[config.mk]
export PLATFORM = sky130hd
export DESIGN_NAME = pipe_hazard_ctrl
export DESIGN_NICKNAME = d
export VERILOG_FILES = /design/src/rtl/pipe_hazard_ctrl.sv
export SDC_FILE = /design/constraint.sdc
export NUM_CORES = 1
export LEC_CHECK = 0
export ABC_AREA = 1
export BUFFER_PORTS_ARGS = -buffer_cell sky130_fd_sc_hd__clkbuf_2
export CAP_MARGIN = 5
export CELL_PAD_IN_SITES_DETAIL_PLACEMENT = 0
export CELL_PAD_IN_SITES_GLOBAL_PLACEMENT = 1
export CORE_MARGIN = 2
export CORE_UTILIZATION = 39
export CTS_BUF_LIST = sky130_fd_sc_hd__clkbuf_4 sky130_fd_sc_hd__clkbuf_8 sky130_fd_sc_hd__clkbuf_16
export DETAILED_ROUTE_END_ITERATION = 7
export GPL_ROUTABILITY_DRIVEN = 0
export PLACE_DENSITY_LB_ADDON = 0.1
export SLEW_MARGIN = 20
export SYNTH_ARGS = -nofsm -noshare
export SYNTH_HDL_FRONTEND = slang
export SYNTH_SLANG_ARGS = --single-unit
[constraint.sdc]
create_clock -name clk -period 3.91 [get_ports clk]
set_clock_uncertainty 0.15 [all_clocks]
set_input_delay 0 -clock clk [delete_from_list [all_inputs] [get_ports clk]]
set_output_delay 0 -clock clk [all_outputs]
set_load 0.1 [all_outputs]
[src/rtl/pipe_hazard_ctrl.sv]
// ---------------------------------------------------------------------------
// PipeHazardCtrl: pipeline sequencing controller for the five-stage core.
//
// Every cycle it decides whether the PC advances, whether the F/D and D/E
// buffers load, and whether either buffer loads a bubble. It arbitrates
// between load-use hazards, taken branches resolved in Execute, multi-cycle
// memory stalls and HLT.
//
// Parameters
//   FLUSH_SLOTS  extra cycles F/D stays flushed after a taken branch (0..7)
//   CNT_W        width of the stall performance counter
//
// Ports
//   clk, rst          clock, synchronous active-high reset
//   d_src, d_dst      register addresses of the instruction in Decode
//   d_uses_src/dst    Decode instruction actually reads that register
//   e_mem_read        Execute instruction is a load
//   e_reg_write       Execute instruction writes a register
//   e_wa              Execute write address
//   ex_branch_taken   branch resolved taken in Execute this cycle
//   mem_busy          memory stage needs another cycle
//   halt_req          Decode holds HLT
//   resume            leave HALT
//   pc_en, fd_en, de_en    PC / F/D / D/E load enables
//   fd_flush, de_flush     F/D loads NOP / D/E loads bubble
//   state             RUN=0, FLUSH=1, MEM_WAIT=2, HALT=3
//   stall_cnt         saturating count of cycles with pc_en=0
// ---------------------------------------------------------------------------
module pipe_hazard_ctrl #(
  parameter int FLUSH_SLOTS = 1,
  parameter int CNT_W       = 16
) (
  input  logic             clk,
  input  logic             rst,
  input  logic [2:0]       d_src,
  input  logic [2:0]       d_dst,
  input  logic             d_uses_src,
  input  logic             d_uses_dst,
  input  logic             e_mem_read,
  input  logic             e_reg_write,
  input  logic [2:0]       e_wa,
  input  logic             ex_branch_taken,
  input  logic             mem_busy,
  input  logic             halt_req,
  input  logic             resume,
  output logic             pc_en,
  output logic             fd_en,
  output logic             fd_flush,
  output logic             de_en,
  output logic             de_flush,
  output logic [1:0]       state,
  output logic [CNT_W-1:0] stall_cnt
);

  localparam logic [1:0] ST_RUN      = 2'd0;
  localparam logic [1:0] ST_FLUSH    = 2'd1;
  localparam logic [1:0] ST_MEM_WAIT = 2'd2;
  localparam logic [1:0] ST_HALT     = 2'd3;

  logic [1:0]       state_q, state_d;
  logic [1:0]       ret_q, ret_d;
  logic [2:0]       slot_q, slot_d;
  logic [CNT_W-1:0] stall_q;
  logic [1:0]       eff_state;
  logic             lu;

  // Load in Execute whose destination is read by the instruction in Decode.
  assign lu = e_mem_read & e_reg_write &
              ((d_uses_src & (d_src == e_wa)) | (d_uses_dst & (d_dst == e_wa)));

  // When a memory stall releases, this cycle behaves exactly like the state
  // that was interrupted, so decode against the saved return state.
  assign eff_state = ((state_q == ST_MEM_WAIT) && !mem_busy) ? ret_q : state_q;

  // Mealy output and next-state decode. Reset forces a fully drained,
  // frozen pipe regardless of what the other inputs say.
  always_comb begin
    state_d  = state_q;
    ret_d    = ret_q;
    slot_d   = slot_q;
    pc_en    = 1'b0;
    fd_en    = 1'b0;
    fd_flush = 1'b0;
    de_en    = 1'b0;
    de_flush = 1'b0;

    case (eff_state)
      ST_RUN: begin
        if (mem_busy) begin
          ret_d   = ST_RUN;
          state_d = ST_MEM_WAIT;
        end else if (ex_branch_taken) begin
          // Branch beats a simultaneous load-use: both younger instructions die.
          pc_en    = 1'b1;
          fd_en    = 1'b1;
          fd_flush = 1'b1;
          de_en    = 1'b1;
          de_flush = 1'b1;
          if (FLUSH_SLOTS > 0) begin
            state_d = ST_FLUSH;
            slot_d  = 3'(FLUSH_SLOTS);
          end
        end else if (lu) begin
          // Hold Fetch/Decode one cycle and push a single bubble into Execute.
          de_en    = 1'b1;
          de_flush = 1'b1;
        end else if (halt_req) begin
          // HLT itself moves on to Execute; nothing new is fetched behind it.
          fd_en    = 1'b1;
          fd_flush = 1'b1;
          de_en    = 1'b1;
          state_d  = ST_HALT;
        end else begin
          pc_en = 1'b1;
          fd_en = 1'b1;
          de_en = 1'b1;
        end
      end

      ST_FLUSH: begin
        if (mem_busy) begin
          ret_d   = ST_FLUSH;
          state_d = ST_MEM_WAIT;
        end else begin
          pc_en    = 1'b1;
          fd_en    = 1'b1;
          fd_flush = 1'b1;
          de_en    = 1'b1;
          slot_d   = slot_q - 3'd1;
          state_d  = (slot_q == 3'd1) ? ST_RUN : ST_FLUSH;
        end
      end

      ST_HALT: begin
        de_en    = 1'b1;
        de_flush = 1'b1;
        if (resume) begin
          state_d = ST_RUN;
        end
      end

      default: begin
        // MEM_WAIT with mem_busy still high: everything frozen.
        state_d = ST_MEM_WAIT;
      end
    endcase

    if (rst) begin
      pc_en    = 1'b0;
      fd_en    = 1'b0;
      de_en    = 1'b0;
      fd_flush = 1'b1;
      de_flush = 1'b1;
    end
  end

  // Registered control state; the stall counter saturates rather than wraps.
  always_ff @(posedge clk) begin
    if (rst) begin
      state_q <= ST_RUN;
      ret_q   <= ST_RUN;
      slot_q  <= 3'd0;
      stall_q <= '0;
    end else begin
      state_q <= state_d;
      ret_q   <= ret_d;
      slot_q  <= slot_d;
      if (!pc_en && (stall_q != {CNT_W{1'b1}})) begin
        stall_q <= stall_q + 1'b1;
      end
    end
  end

  assign state     = state_q;
  assign stall_cnt = stall_q;

endmodule
==> impl_metrics.csv <==
group,metric,value,unit
power_and_ir_drop,leakagePower,0.0008804,uW
power_and_ir_drop,power_per_cell_area,392.2,nW/um^2
critical_path,worstRegToRegCells,12,
clock_tree,numCtsBuffers,3,
synthesis,synth_top_family_by_area,"simple AND/OR/NAND/NOR gates",
sta,holdWs,0.03673,ns
die,std_cell_rows,23,
final_layout,fillers,429,
sta,fin_tns_setup,0,ns
critical_path,arrival,2.54,ns
global_route,grt_max_degree,22,
critical_path,worst-path-max-fanout,18,
sta,finalSetupViolCount,0,
sta,fmax,0.3717,GHz
synthesis,synthAdderAreaFrac,0.05604,
synthesis,syn-cell-area,1563,um^2
worst_hold_path,min-delay-start,"resume",
placed_design,hpwl,2750,um
critical_path,r2r_slack,1.40,ns
sta,hold_violations,0,
drt,drt_iter0_drc,52,
global_route,grt_use_total,0.1739,
run_status,status,"completed",
die,die_w,67.30,um
worst_hold_path,worstHoldEndpoint,"state[1]",
synthesis,synthesis.nets,260,
synthesis,netlist_instances,234,
synthesis,yosys-mux-area-fraction,0,
placed_design,port-buffer-count,41,
global_route,antenna_found_initial,0,
sta,slew_viol_final,0,
sta,rsz0062_at_grt,"false",
critical_path,critPathKind,"flop to primary output",
synthesis,synthTopCellsByArea,"dfxtp_1, nand2_1, nand3_1, nor2_1, a21oi_2",
clock_tree,cts_setup_buffers,0,
drt,via_count,1548,
clock_tree,cts.sinks,22,
synthesis,yosysTopAreaCell,"dfxtp_1",
clock_tree,path_clk_slew,0.08,ns
die,initial_core_util,0.3993,
synthesis,synth_edf_count,0,
global_route,gr-total-overflow,0,
synthesis,synth_commonest_cells,"nand2_1, nor2_1, nand3_1",
die,die_h,67.30,um
clock_tree,tritoncts,"yes",
worst_hold_path,holdCritPathClass,"primary input to flop",
global_route,grt_pass1_vias,1477,
synthesis,synthSimpleGateAreaFrac,0.3515,
clock_tree,cts_root_buf,"clkbuf_8",
run,max-cap-violations,0,
synthesis,synth_area_per_cell,6.678,um^2
synthesis,synthXorXnorAreaFrac,0.07846,
synthesis,yosys_warnings,0,
die,core,3914,um^2
critical_path,required,3.76,ns
critical_path,end_kind,"primary output",
worst_hold_path,whs_path_depth,6,
sta,worstMarginPinSlew,0.5831,ns
clock_tree,clk_path_buf_depth,2,
die,dieArea,4529,um^2
clock_tree,cts_hold_buf,0,
synthesis,synth_top_area_frac,0.2818,
synthesis,synth.distinct_cells,30,
sta,min_period,2.690,ns
clock_tree,post_cts_resized,0,
synthesis,synth-compound-area-share,0.1329,
synthesis,ys_seq_area_frac,0.2818,
synthesis,ys_ff_latch,22,
final_layout,area.growth.synth_to_final,17.77,%
synthesis,synth-async-reset-ratio,0,
sta,period_share,0.6880,
global_route,grt_first_pass_wirelength,6141,um
die,io_pins,42,
drt,wl_per_cell,11.24,um
final_layout,antenna_cells,0,
critical_path,r2r_start,"state[0]",
final_layout,fin_util,0.4703,
clock_tree,clk_latency,0.26,ns
clock_tree,h-tree-depth,1,
drt,routed_via_density,4.793,
critical_path,r2r_end,"stall_cnt[3]",
power_and_ir_drop,peakVddDrop,0.3359,mV
synthesis,yosysMostFrequentCell,"nand2_1",
drt,drt_first_pass_iters,4,
sta,slew_headroom,0.6113,
critical_path,cp-start-kind,"flop",
synthesis,yosys_most_used_dff,"dfxtp_1",
drt,totalWireLength,3632,um
final_layout,drive_gt1_frac,0.2564,
drt,final_antenna_net_count,0,
drt,drc,0,
final_layout,layout.nets,301,
## state kept, by name, summed over array words and instances (netlist names)
signal and flops:
ret_q 1, slot_q 3, state 2, stall_cnt 16
## cell usage in the layout (no fill, tap or decap), types with 4 or more instances in the layout
master,count
a21oi_2,10
dfxtp_1,22
ha_1,7
inv_2,10
xor2_1,5
nor2_1,24
xnor2_1,9
clkbuf_2,41
o21ai_1,5
nand2_1,56
a21oi_1,10
nor3_1,5
nand4_1,4
inv_1,22
nand3_1,23
## critical path, stage by stage, from the launching register on
cell	delay (ns)
dfxtp_1	0.37
clkinv_1	0.13
a21oi_1	0.29
inv_1	0.13
ha_1	0.24
inv_2	0.09
nor2_1	0.07
nor3_1	0.18
inv_2	0.05
nand3_2	0.29
inv_2	0.06
clkbuf_2	0.37
## area by class of cell
type	instances	area [um^2]	area share
clock buffers	3	41.29	0.02243
inverters	33	123.9	0.06730
multi-input cells	174	967.2	0.5255
flip-flops and latches	22	440.4	0.2393
well taps	50	62.56	0.03399
repair buffers	41	205.2	0.1115
## per-layer routing
| layer | vias up | GRT usage | share of wire |
|---|---|---|---|
| met1 | 694 | 0.1970 | 0.46 |
| met2 | 25 | 0.3391 | 0.50 |
| met4 | 0 | 0.02296 | 0.0058 |
| met5 | - | 0 | 0 |
| met3 | 2 | 0.03500 | 0.036 |
| li1 | 827 | - | - |
## report_power, final
part	switching (uW)	internal, uW	leakage, uW
logic	245	70.7	0.000680
registers	18.2	244	0.000179
clock network	75.8	68.8	0.0000216
## worst max-delay path by stage
| stage | start | endpoint | slack, ns | depth (start not counted) |
|---|---|---|---|---|
| 2_1_floorplan | state[0] | de_en | 0.31 | 2 |
| 3_3_place_gp | state[0] | stall_cnt[14] | 1.47 | 12 |
| 3_5_place_dp | state[0] | stall_cnt[3] | 1.39 | 12 |
| 4_1_cts | state[0] | pc_en | 1.18 | 11 |
| 5_1_grt | state[0] | pc_en | 0.99 | 11 |
| 6_report | state[0] | pc_en | 1.22 | 11 |
## cell families (layout without fill, tap and decap cells)
family          after synthesis  after routing
compound gates               32             32
xor+xnor                     14             14
fa+ha+maj                     7              7
buf+inv                      38             77
flops                        22             22
simple gates                121            121
## per-stage QoR
| step | instances | setup WS [ns] | area, um^2 | power (uW) |
|---|---|---|---|---|
| final | 323 | 1.220 | 1841 | 721.8 |
| after global routing | 323 | 0.9857 | 1841 | 766.9 |
| after CTS | 323 | 1.182 | 1841 | 734.2 |
| after detailed placement | 320 | 1.389 | 1799 | 584.9 |
| after global placement | 320 | 1.468 | 1799 | 585.9 |
| after floorplan | 234 | 0.3094 | 1563 | 526.1 |
Power figures use the tool's default switching activity.
